### src/rtl/board_disp_sched.sv
// board_disp_sched: debounced page/freeze scheduler for the DE2 debug hex digits; BOARD_DISP_AUTO_ROTATE_EN adds timed page rotation.
module board_disp_sched #(
  parameter int DEBOUNCE_CYCLES = 500000,
  parameter int ROTATE_CYCLES   = 150000000
) (
  input  logic        i_clk,
  input  logic        i_rst,
  input  logic        i_key_next_n,
  input  logic        i_key_hold_n,
  input  logic [15:0] i_nes_cpu_pc,
  input  logic [7:0]  i_nes_cpu_sp,
  input  logic [7:0]  i_nes_cpu_ir,
  input  logic [7:0]  i_nes_cpu_p,
  input  logic [7:0]  i_nes_cpu_a,
  input  logic [7:0]  i_nes_cpu_x,
  input  logic [7:0]  i_nes_cpu_y,
  output logic [31:0] o_hex_digits,
  output logic [1:0]  o_page,
  output logic        o_frozen,
  output logic        o_page_tick
);
  localparam int CW = $clog2(DEBOUNCE_CYCLES);
  typedef enum logic [1:0] {IDLE, ARM_PRESS, PRESSED, ARM_REL} db_e;
  if (DEBOUNCE_CYCLES < 2 || ROTATE_CYCLES < 2) begin : g_bad_param
    $error("board_disp_sched: DEBOUNCE_CYCLES and ROTATE_CYCLES must be >= 2");
  end
  logic [1:0] raw, pulse;
  assign raw = {i_key_hold_n, i_key_next_n};
  genvar k;
  for (k = 0; k < 2; k++) begin : g_db
    logic s1_q, s2_q, hit, p;
    db_e st_q, st_d;
    logic [CW-1:0] cnt_q, cnt_d;
    // The count is checked one short so the pulse is seen on the edge the counter would reach the limit.
    always_comb begin
      hit = cnt_q == CW'(DEBOUNCE_CYCLES - 2);
      st_d = st_q;
      cnt_d = cnt_q;
      p = 1'b0;
      case (st_q)
        IDLE:      if (!s2_q) begin st_d = ARM_PRESS; cnt_d = '0; end
        ARM_PRESS: if (s2_q) st_d = IDLE;
                   else if (hit) begin st_d = PRESSED; p = 1'b1; end
                   else cnt_d = cnt_q + 1'b1;
        PRESSED:   if (s2_q) begin st_d = ARM_REL; cnt_d = '0; end
        ARM_REL:   if (!s2_q) st_d = PRESSED;
                   else if (hit) st_d = IDLE;
                   else cnt_d = cnt_q + 1'b1;
      endcase
    end
    always_ff @(posedge i_clk) begin
      if (i_rst) begin
        s1_q <= 1'b1;
        s2_q <= 1'b1;
        st_q <= IDLE;
        cnt_q <= '0;
      end else begin
        s1_q <= raw[k];
        s2_q <= s1_q;
        st_q <= st_d;
        cnt_q <= cnt_d;
      end
    end
    assign pulse[k] = p;
  end
  logic next, hold, rot_exp;
  assign next = pulse[0];
  assign hold = pulse[1];
  logic frozen_q, frozen_d, tick_q, tick_d, adv;
  logic [1:0] page_q, page_d;
  logic [63:0] live, snap_q, snap_d, src;
  logic [31:0] hex_q, hex_d, flags;
`ifdef BOARD_DISP_AUTO_ROTATE_EN
  localparam int RW = $clog2(ROTATE_CYCLES);
  logic [RW-1:0] rot_q, rot_d;
  always_comb begin
    rot_exp = !frozen_q && rot_q == RW'(ROTATE_CYCLES - 1);
    rot_d = (next || rot_exp) ? '0 : frozen_q ? rot_q : rot_q + 1'b1;
  end
  always_ff @(posedge i_clk) rot_q <= i_rst ? '0 : rot_d;
`else
  assign rot_exp = 1'b0;
`endif
  assign live = {i_nes_cpu_pc, i_nes_cpu_sp, i_nes_cpu_ir, i_nes_cpu_a, i_nes_cpu_x, i_nes_cpu_y, i_nes_cpu_p};
  always_comb begin
    adv = next || rot_exp;
    page_d = (page_q == 2'd3) ? 2'd0 : adv ? ((page_q == 2'd2) ? 2'd0 : page_q + 2'd1) : page_q;
    tick_d = page_d != page_q;
    frozen_d = frozen_q ^ hold;
    snap_d = (hold && !frozen_q) ? live : snap_q;
    src = frozen_q ? snap_q : live;
    flags = '0;
    for (int i = 0; i < 8; i++) flags[4*i +: 4] = {3'b000, src[i]};
    hex_d = (page_q == 2'd0) ? src[63:32] : (page_q == 2'd1) ? src[31:0] : (page_q == 2'd2) ? flags : '0;
  end
  always_ff @(posedge i_clk) begin
    if (i_rst) begin
      page_q <= '0;
      tick_q <= 1'b0;
      frozen_q <= 1'b0;
      snap_q <= '0;
      hex_q <= '0;
    end else begin
      page_q <= page_d;
      tick_q <= tick_d;
      frozen_q <= frozen_d;
      snap_q <= snap_d;
      hex_q <= hex_d;
    end
  end
  assign o_hex_digits = hex_q;
  assign o_page = page_q;
  assign o_frozen = frozen_q;
  assign o_page_tick = tick_q;
endmodule

### config.mk
export PLATFORM = sky130hd
export DESIGN_NAME = board_disp_sched
export DESIGN_NICKNAME = d
export VERILOG_FILES = /design/src/rtl/board_disp_sched.sv
export SDC_FILE = /design/constraint.sdc
export NUM_CORES = 1
export LEC_CHECK = 0
export ABC_AREA = 1
export CORE_ASPECT_RATIO = 1.2
export CORE_UTILIZATION = 50
export DETAILED_ROUTE_END_ITERATION = 10
export PLACE_DENSITY_LB_ADDON = 0.25
export SETUP_SLACK_MARGIN = 0.02
export SLEW_MARGIN = 15
export SYNTH_ARGS = -nofsm -noshare
export SYNTH_HDL_FRONTEND = slang
export SYNTH_SLANG_ARGS = --single-unit
### constraint.sdc
create_clock -name i_clk -period 5 [get_ports i_clk]
set_clock_uncertainty 0.05 [all_clocks]
set_input_delay 1 -clock i_clk [delete_from_list [all_inputs] [get_ports i_clk]]
set_output_delay 1 -clock i_clk [all_outputs]
set_load 0.05 [all_outputs]
Word level (Yosys, flattened, before mapping)

Cells that the tools add are included.

Word-level logic and storage cells: 89
Latch bits: 0
RAM bits: 0
Bits of input ports: 68
Memories: 0
Register bits after elaboration: 146
Memory bits (read-only): 0
Output and inout port bits: 36

Reduce and logical (&&, ||, !) cells: 9
Shift-type cells: 0
Magnitude comparators: 0
$add $sub $neg: 3
Bitwise logic cells: 1
Equal/unequal tests: 24
Multiplexer cells: 39
Multiply operators: 0
Divide/modulo/power cells: 0

Operator list:

| cell                                                 | count |
|---|---|
| two-way mux 19 bit                                   | 10 |
| one-hot mux 19 bit (4 select lines)                  | 2 |
| two-way mux 32 bit                                   | 2 |
| two-way mux 64 bit                                   | 1 |
| adder 19 x 1 -> 19 bit (second input constant)       | 2 |
| equality test 19 bit (second input constant)         | 2 |
| two-way mux 2 bit                                    | 15 |
| two-way mux 29 bit                                   | 1 |
| != test 2 bit (second input constant)                | 8 |
| one-hot mux 2 bit (4 select lines)                   | 2 |
| AND reduction 4 bit                                  | 4 |
| equality test 2 bit (second input constant)          | 6 |
| != test 3 bit (second input constant)                | 4 |
| equality test 2 x 1 -> 1 bit (second input constant) | 3 |
| zero test 2 bit                                      | 3 |
| two-way mux 1 bit                                    | 6 |
| adder 2 x 1 -> 2 bit (second input constant)         | 1 |
| != test 2 bit                                        | 1 |
| logical AND 1 bit                                    | 1 |
| zero test 1 bit                                      | 1 |
| bitwise XOR 1 bit                                    | 1 |

Depth between registers and ports, before layout

Gate-level depths: netlist of the first run.

Depth in word-level cells: 7
Mapped depth: 14
Depth with buffers taken out: 12

Worst setup path before layout of the first run

OpenSTA, ideal clock, no wires.

Path type: register -> register
Start point: register frozen_q, in the netlist o_frozen
End point: register snap_q[34]
Stages on the path, launching flop included: 11
Path buffers: 5
Required time: 4.834 ns
Clock period less this slack: 2.408 ns
Setup time: 0.116 ns
Setup slack: 2.592 ns
Data arrival time: 2.242 ns
Cells stage by stage: dfxtp_1 > buf_2 > inv_1 > clkbuf_1 > clkbuf_1 > ha_1 > clkbuf_1 > inv_1 > clkbuf_1 > nor2_1 > nor2_1

Cells in the longest elaborated chain, start to end: 2

Ends and longest elaborated chain:

| what                     | RTL line | text |
|---|---|---|
| start: declaration       | 69       | `logic frozen_q, frozen_d, tick_q, tick_d, adv;` |
| start signal: assignment | 106      | `frozen_q <= frozen_d;` |
| zero test 1 bit          | 90       | `snap_d = (hold && !frozen_q) ? live : snap_q;` |
| logical AND 1 bit        | 90       |  |
| end signal: assignment   | 107      | `snap_q <= snap_d;` |
| end: declaration         | 71       | `logic [63:0] live, snap_q, snap_d, src;` |

Every way passes these cells.
A chain may end at the register's enable or synchronous reset.

Final worst setup path of the first run

Start point: register frozen_q, in the netlist o_frozen
End point: output o_frozen

RTL lines:

| what             | RTL line | text |
|---|---|---|
| end: declaration | 19       | `output logic o_frozen,` |

No word-level cell between the ends.

==> flow_metrics.py, run 1 <==
metrics = {
    "global_routing": {
        "grt_overflow": 0,
        "grt_use_total": 0.253,
        "gr-usage-met1": 0.313,
        "grtUsageMet3": 0.0549,
        "grt_pass1_vias": 6032,
        "grt_max_degree": 104,
        "grt_first_pass_wirelength_mm": 28.1,
        "antenna_found_initial": 0,
        "busiest_layer": "met2",
        "grt_use_met2": 0.424,
    },
    "sta": {
        "hold_viol": 0,
        "finalCritPeriodShare": 0.639,
        "relSlewSlack": 0.206,
        "tightest_slew_ns": 1.19,
        "timing.fmax_ghz": 0.313,
        "fin_setup_tns_ns": 0,
        "rsz0062_at_grt": "no",
        "holdWs_ns": 0.359,
        "final-setup-viol-count": 0,
        "period_needed_ns": 3.20,
        "drv_slew": 0,
    },
    "status": {
        "run_status": "finished clean",
    },
    "synthesis": {
        "synth_top_area_frac": 0.428,
        "yosys.area.top_type": "dfxtp_1",
        "netlist_area_sq_um": 6830,
        "synth.avg_cell_area_sq_um": 6.85,
        "synth_top_cells_by_area": "dfxtp_1 43%, a21oi_1 9.5%, nor2_1 9.3%",
        "yosysSeqAreaShare": 0.428,
        "yosysWarnings": 0,
        "synth_cell_types": 36,
        "synthCells": 997,
        "ys_seq_elements": 146,
        "synth_nets": 1070,
    },
    "worst_setup_path": {
        "critical-path-max-stage-delay_ns": 0.83,
        "cp-end-kind": "primary output",
        "worst-endpoint-arrival_ns": 2.15,
        "cp_cell_sequence": "buf_4 -> clkdlybuf4s50_1",
        "crit_slowest_cell": "clkdlybuf4s50_1",
        "worstSetupStartpoint": "o_frozen",
        "cp-start-kind": "flop",
        "regToRegStartpoint": "g_db[1].cnt_q[0]",
        "reg2reg_depth": 12,
        "crit_type": "flop to primary output",
        "crit_path_max_fanout": 14,
        "crit_required_ns": 3.95,
    },
    "final_layout": {
        "area_delta_synth_final_pct": 25.0,
        "multiInputGateArea_sq_um": 3270,
        "fill_cells": 1193,
        "n_antenna_cell": 0,
        "nets": 1144,
        "post_route_cells_drive_above_1_share": 0.0563,
        "stdcell_area_sq_um": 8530,
        "final-seq-area_sq_um": 2920,
    },
    "clock_tree": {
        "cts_setup_buffers": 0,
        "clock_path_buffers": 2,
        "ctsRootBufferMaster": "clkbuf_16",
        "cts_tree": "done",
        "hold_buffers": 0,
        "cts-htree-levels": 4,
        "cts_buffers": 17,
        "clk_latency_ns": 0.42,
        "cts.reportedPaths.clkPinSlew_ns": 0.06,
        "cts_resized": 0,
        "clock_sinks": 146,
    },
    "floorplan": {
        "io_pins": 104,
        "die_h_microns": 130,
        "core-area_sq_um": 13300,
        "dieArea_sq_um": 14100,
        "fp-row-count": 46,
        "chipWidth_microns": 109,
        "initial_utilization": 0.513,
    },
    "routing": {
        "wl_per_cell_microns": 13.6,
        "first_pass_iters": 7,
        "wirelength_mm": 17.0,
        "via_per_inst": 5.22,
        "drcViolationCount": 0,
        "antenna_left": 0,
        "drt_iter0_drc": 458,
        "vias": 6538,
    },
    "place": {
        "dp_hpwl_mm": 11.1,
        "io_buffer_count": 103,
        "placed_area_sq_um": 7880,
        "gp_congestion": 0.836,
    },
    "worst_hold_path": {
        "hold_class": "flop to flop",
        "min_path_cells": 1,
        "hp-start": "g_db[0].s1_q",
    },
    "flow_run": {
        "cap_violations": 0,
    },
    "pwr": {
        "powerDensity_nw_per_um2": 327,
        "p_leak_uw": 0.00347,
        "peakVddDrop_mv": 0.227,
    },
}
## cells by family after synthesis
group | Yosys count | synth area share
AO/OA/AOI/OAI | 264 | 0.198
adder cells (fa/ha/maj) | 5 | 0.00917
XOR/XNOR | 15 | 0.0220
buffers and inverters | 161 | 0.0928
AND/OR/NAND/NOR | 406 | 0.250
flip-flops | 146 | 0.428
## metrics by stage
step	utilization	total power, uW	std cells	worst slack (ns)
floorplan	-	1320	997	2.59
global placement	0.592	1420	1220	2.28
detailed placement	0.592	1420	1220	2.27
CTS	0.642	2810	1252	1.81
global route	0.642	2880	1252	1.74
finish	0.642	2790	1252	1.80
## layout by cell type (no fill, tap or decap), types with 2 or more instances in the layout
cell type / n
buf_4: 5
xnor2_1: 4
a21oi_1: 129
nand3b_1: 2
ha_1: 4
inv_2: 3
nand3_1: 32
nor3_1: 8
o211ai_1: 2
dfxtp_1: 146
inv_6: 2
clkbuf_16: 17
a221oi_1: 2
a211oi_1: 2
clkinvlp_4: 3
nor2_1: 170
nor2_4: 2
nand4_1: 16
clkbuf_8: 4
xor2_1: 10
and2_1: 2
nand2_2: 3
o21ai_0: 126
nor2_2: 2
or2_2: 6
nand2_1: 159
clkdlybuf4s50_1: 102
bufinv_16: 4
inv_1: 103
## cells in the mapped netlist (all sizes together)
cell type  number
nor2          174
nand2         163
dfxtp         146
a21oi         130
o21ai         126
inv           108
clkbuf         43
nand3          34
nand4          16
buf            10
xor2           10
nor3            8
or2             6
ha              5
xnor2           5
a211oi          2
a221oi          2
and2            2
nand3b          2
o211ai          2
nor4            1
o21bai          1
o221ai          1
## flip-flops by register name, summed over array words and instances, names as in the netlist, named ones only
name and count:
o_hex_digits 32, snap_q 64, g_db.s1_q 2, o_page 2, g_db.cnt_q 38, o_frozen 1
o_page_tick 1, g_db.st_q 2, g_db.s2_q 2
## report_power, final
| group | internal [uW] | total (uW) | leakage, uW | switching (uW) |
|---|---|---|---|---|
| logic | 90.5 | 210 | 0.00197 | 120 |
| clock network | 892 | 1400 | 0.000312 | 505 |
| registers | 1180 | 1190 | 0.00119 | 7.00 |
## worst max-delay path: cells and delay by family (launching register included)
kind | cells | cell delay, ns
flops | 1 | 0.59
buf+inv | 2 | 1.13
## routing by layer
| metal | part of all wire | vias up | wire, microns |
|---|---|---|---|
| li1 | - | 3370 | - |
| met1 | 0.44 | 2952 | 7560 |
| met2 | 0.48 | 181 | 8210 |
| met3 | 0.049 | 35 | 830 |
| met4 | 0.025 | 0 | 427 |
| met5 | 0 | - | 0 |
## layout make-up
class | instances | share of cell area
Multi-Input combinational cell | 690 | 0.384
Sequential cell | 146 | 0.343
Timing Repair Buffer | 108 | 0.125
Clock buffer | 21 | 0.0563
Inverter | 108 | 0.0478
Tap cell | 168 | 0.0246
Clock inverter | 11 | 0.0204
## worst paths after layout
path	endpoint	slack [ns]
worst max-delay path	o_frozen	1.80
worst min-delay path	g_db[0].s2_q	0.36
worst max register to register	snap_q[54]	2.22
worst min register to register	g_db[0].s2_q	0.36
Note: power is estimated with default switching activity, not from simulation.
==> inputs of run 2 (changes only) <==
Settings changed: CORE_UTILIZATION 50 to 49.
Clock period 5 ns to 2.79 ns, I/O delays scaled along.
==> flow_metrics.py, run 2 (synthesis gave the netlist of run 1 again) <==
metrics = {
    "sta": {
        "fin_setup_tns_ns": 0,
        "timing.fmax_ghz": 0.423,
        "hold_viol": 0,
        "final-setup-viol-count": 0,
        "rsz0062_at_grt": "no",
        "drv_slew": 0,
        "tightest_slew_ns": 0.834,
        "period_needed_ns": 2.36,
        "relSlewSlack": 0.444,
        "finalCritPeriodShare": 0.847,
        "setup_slack_ns": 0.426,
    },
    "pwr": {
        "p_leak_uw": 0.00351,
        "peakVddDrop_mv": 0.489,
        "powerDensity_nw_per_um2": 564,
    },
    "place": {
        "dp_hpwl_mm": 11.5,
        "placed_cells": 1231,
        "post-place-ws_ns": 0.455,
        "io_buffer_count": 103,
        "placed_area_sq_um": 7970,
        "gp_congestion": 0.920,
    },
    "floorplan": {
        "dieArea_sq_um": 14400,
        "die_h_microns": 131,
        "io_pins": 104,
        "initial_utilization": 0.509,
        "chipWidth_microns": 110,
        "core-area_sq_um": 13400,
        "fp-row-count": 46,
    },
    "final_layout": {
        "n_antenna_cell": 0,
        "post_route_cells_drive_above_1_share": 0.0640,
        "largest_register_ff_count": 64,
        "layout_common_cells": "170 x nor2_1, 159 x nand2_1, 146 x dfxtp_1, 129 x a21oi_1, 126 x o21ai_0",
        "stdcell_count": 1262,
        "nets": 1155,
        "largest-register": "snap_q",
        "final_common_cell": "nor2_1",
        "area_delta_synth_final_pct": 25.6,
        "stdcell_area_sq_um": 8570,
        "fill_cells": 1206,
    },
    "worst_setup_path": {
        "worst-endpoint-arrival_ns": 2.59,
        "r2r-end": "snap_q[44]",
        "critPathMostFrequentCell": "inv_1",
        "crit_slowest_cell": "inv_1",
        "critical-path-max-stage-delay_ns": 0.36,
        "crit_family": "simple AND/OR/NAND/NOR gates",
        "crit_path_max_fanout": 25,
        "reg2reg_depth": 12,
        "crit_type": "flop to flop",
        "crit_buf_inv": 3,
        "cp_cell_sequence": "inv_1 -> ha_1 -> nand2_1 -> inv_1 -> nand2_1 -> nor4_1 -> nand3_1 -> nor2_1 -> ha_2 -> inv_1 -> o21ai_0 -> a21oi_1",
        "cp-end-kind": "flop",
        "cp-start-kind": "flop",
        "crit_required_ns": 3.01,
        "r2r_setup_slack_ns": 0.43,
        "regToRegStartpoint": "g_db[1].cnt_q[0]",
    },
    "routing": {
        "vias": 6604,
        "antenna_left": 0,
        "wirelength_mm": 17.2,
        "wl_per_cell_microns": 13.6,
        "first_pass_iters": 7,
        "drt_iter0_drc": 530,
        "drcViolationCount": 0,
        "via_per_inst": 5.23,
    },
    "global_routing": {
        "grt_first_pass_wirelength_mm": 28.6,
        "grt_overflow": 0,
        "grt_use_total": 0.252,
        "grt_pass1_vias": 6033,
        "grt_max_degree": 103,
        "antenna_found_initial": 0,
    },
    "clock_tree": {
        "cts_setup_buffers": 0,
        "ctsRootBufferMaster": "clkbuf_16",
        "cts-htree-levels": 4,
        "cts_tree": "done",
        "clock_path_buffers": 2,
        "hold_buffers": 0,
        "clock_sinks": 146,
        "clk_latency_ns": 0.42,
        "cts.reportedPaths.clkPinSlew_ns": 0.06,
        "cts_buffers": 17,
        "cts_resized": 0,
    },
    "flow_run": {
        "cap_violations": 0,
    },
    "worst_hold_path": {
        "min_path_cells": 1,
        "hp-start": "g_db[1].s1_q",
        "hold_class": "flop to flop",
        "hold_end": "g_db[1].s2_q",
    },
    "status": {
        "run_status": "finished clean",
    },
}
-- run 2: cell types whose count changed in the layout (fill, tap and decap cells not counted) --
cell,delta
buf_12,+1
buf_4,+10
bufinv_16,-1
clkbuf_1,+1
clkbuf_8,-1
clkinv_2,+3
clkinv_4,-1
inv_6,-2
-- run 2: final cells by class --
class	count	area, sq um	share of cell area
Tap cell	168	210	0.0245
Timing Repair Buffer	119	1160	0.135
Clock buffer	21	470	0.0549
Inverter	108	408	0.0476
Multi-Input combinational cell	690	3270	0.382
Sequential cell	146	2920	0.341
Clock inverter	10	133	0.0155
-- run 2: report_power, final --
part	internal (uW)	switching, uW	total [uW]
logic	165	215	380
registers	2110	12.6	2130
clock network	1460	865	2330
-- run 2: worst max-delay path by stage --
stage                           startpoint    endpoint  cells past startpoint
after floorplan                   o_frozen  snap_q[34]                     10
after global placement    g_db[1].cnt_q[0]  snap_q[44]                     12
after detailed placement  g_db[1].cnt_q[0]  snap_q[44]                     12
after CTS                         o_frozen    o_frozen                      1
after global routing      g_db[1].cnt_q[0]  snap_q[44]                     12
final                     g_db[1].cnt_q[0]  snap_q[44]                     12
-- run 2: metal layers --
metal	global-route usage	vias to the layer above	part of all wire
li1	-	3402	-
met1	0.324	2991	0.44
met2	0.410	182	0.49
met3	0.0496	29	0.044
met4	0.100	0	0.023
met5	0	-	0
-- run 2: worst reg2reg max path, stage by stage, from the launching register on --
cell and delay, ns:
dfxtp_1 0.32, inv_1 0.11, ha_1 0.15, nand2_1 0.05, inv_1 0.05, nand2_1 0.06, nor4_1 0.25, nand3_1 0.10
nor2_1 0.14, ha_2 0.23, inv_1 0.36, o21ai_0 0.29, a21oi_1 0.06
-- run 2: stage by stage --
step / util / power, uW / hold slack [ns]
final: 0.639 / 4840 / 0.350
after global placement: 0.594 / 2550 / 0.341
after CTS: 0.639 / 4870 / 0.355
after floorplan: - / 2370 / 0.339
after global routing: 0.639 / 4990 / 0.366
after detailed placement: 0.594 / 2550 / 0.343
==> inputs of run 3 (changes only) <==
Settings changed: CORE_UTILIZATION 49 to 50.
Clock period 2.79 ns to 2.2 ns, I/O delays scaled along.
==> flow_metrics.py, run 3 (synthesis gave the netlist of run 1 again) <==
metrics = {
    "final_layout": {
        "nets": 1171,
        "post-route-util": 0.659,
        "final_common_cell": "nor2_1",
        "fill_cells": 1123,
        "stdcell_area_sq_um": 8770,
        "final-seq-area_sq_um": 2930,
        "area_delta_synth_final_pct": 28.5,
        "multiInputGateArea_sq_um": 3290,
        "post_route_cells_drive_above_1_share": 0.0864,
        "layout_common_cells": "168 x nor2_1, 159 x nand2_1, 144 x dfxtp_1, 129 x a21oi_1, 125 x o21ai_0",
        "n_antenna_cell": 0,
        "largest_register_ff_count": 64,
        "largest-register": "snap_q",
    },
    "worst_setup_path": {
        "cp.depth": 1,
        "crit_slowest_cell": "clkdlybuf4s50_1",
        "crit_type": "flop to primary output",
        "reg2reg_depth": 11,
        "r2r-end": "snap_q[44]",
        "cp-end-kind": "primary output",
        "crit_family": "buffers and inverters",
        "crit_required_ns": 1.71,
        "worst-endpoint-arrival_ns": 1.59,
        "r2r_setup_slack_ns": 0.17,
        "regToRegStartpoint": "g_db[1].cnt_q[16]",
        "cp_cell_sequence": "clkdlybuf4s50_1",
        "critical-path-max-stage-delay_ns": 0.81,
        "crit_path_max_fanout": 1,
        "cp-start-kind": "flop",
        "crit_buf_inv": 1,
    },
    "clock_tree": {
        "ctsRootBufferMaster": "clkbuf_16",
        "cts.reportedPaths.clkPinSlew_ns": 0.06,
        "clock_sinks": 146,
        "cts-htree-levels": 4,
        "cts_buffers": 17,
        "clk_latency_ns": 0.42,
        "clock_path_buffers": 2,
        "cts_tree": "done",
    },
    "place": {
        "placed_area_sq_um": 8080,
        "dp_hpwl_mm": 11.6,
        "io_buffer_count": 103,
        "gp_congestion": 0.903,
    },
    "routing": {
        "wirelength_mm": 17.7,
        "vias": 6698,
        "via_per_inst": 5.24,
        "drt_iter0_drc": 440,
        "antenna_left": 0,
        "first_pass_iters": 5,
        "wl_per_cell_microns": 13.9,
        "drcViolationCount": 0,
    },
    "floorplan": {
        "fp-row-count": 46,
        "die_h_microns": 130,
        "initial_utilization": 0.513,
        "io_pins": 104,
        "core-area_sq_um": 13300,
        "chipWidth_microns": 109,
        "dieArea_sq_um": 14100,
    },
    "global_routing": {
        "grt_max_degree": 73,
        "antenna_found_initial": 0,
        "grt_overflow": 0,
        "grt_first_pass_wirelength_mm": 28.1,
        "grt_use_total": 0.253,
        "grt_pass1_vias": 6037,
    },
    "sta": {
        "relSlewSlack": 0.444,
        "period_needed_ns": 2.08,
        "fin_setup_tns_ns": 0,
        "finalCritPeriodShare": 0.947,
        "rsz0062_at_grt": "yes",
        "final-setup-viol-count": 0,
        "drv_slew": 0,
        "hold_viol": 0,
        "timing.fmax_ghz": 0.480,
        "tightest_slew_ns": 0.833,
    },
    "worst_hold_path": {
        "hold_end": "g_db[1].cnt_q[3]",
        "min_path_cells": 2,
        "hold_class": "input port to flop",
        "hp-start": "i_rst",
    },
    "pwr": {
        "powerDensity_nw_per_um2": 692,
        "p_total_uw": 6070,
        "peakVddDrop_mv": 0.518,
        "p_leak_uw": 0.00361,
    },
    "status": {
        "run_status": "finished clean",
    },
    "flow_run": {
        "cap_violations": 0,
    },
}
run 3: cell count changes in the layout (fill, tap and decap cells not counted), sizes merged:
cell           previous run  this run
dlygate4sd2               0         1
clkdlybuf4s50           102        99
clkinv                    5         4
inv                     107       112
clkinvlp                  3         4
bufinv                    3         2
buf                      17        33
clkbuf                   21        20
run 3: cell type report:
class                      instances  share of cell area
timing repair buffer             135               0.152
multi-input combinational        690               0.376
inverter                         108              0.0465
tap                              168              0.0240
sequential                       146               0.334
clock buffer                      18              0.0501
clock inverter                    14              0.0177
run 3: worst max path at each step:
stage                  endpoint              from  slack [ns]
5_1_grt              snap_q[44]  g_db[1].cnt_q[0]       -0.02
6_report       o_hex_digits[31]  o_hex_digits[31]        0.12
3_5_place_dp         snap_q[44]  g_db[1].cnt_q[0]        0.08
4_1_cts              snap_q[44]  g_db[1].cnt_q[1]        0.05
3_3_place_gp         snap_q[44]  g_db[1].cnt_q[0]        0.08
2_1_floorplan        snap_q[10]          o_frozen        0.03
run 3: where the power goes:
part / internal (uW) / switching (uW)
sequential: 2680 / 13.9
clock: 1720 / 1170
combinational: 212 / 277
run 3: timing repair:
item,4_1_cts,5_1_grt
pin swaps,0,4
endpoints found under the setup margin,1,64
gates cloned,0,2
resized for setup,1,7
hold buffers,0,0
setup buffers,0,2
run 3: layer usage:
layer	vias up	share of wire	global-route usage
li1	3427	-	-
met1	3040	0.43	0.313
met2	205	0.49	0.428
met3	26	0.051	0.0609
met4	0	0.021	0.0922
met5	-	0	0
run 3: per-stage QoR:
| stage | setup WS [ns] | std cells | hold WS, ns |
|---|---|---|---|
| 2_1_floorplan | 0.0280 | 997 | 0.339 |
| 3_3_place_gp | 0.0834 | 1243 | 0.352 |
| 3_5_place_dp | 0.0776 | 1243 | 0.352 |
| 4_1_cts | 0.0490 | 1275 | 0.253 |
| 5_1_grt | -0.0209 | 1279 | 0.274 |
| 6_report | 0.116 | 1279 | 0.269 |
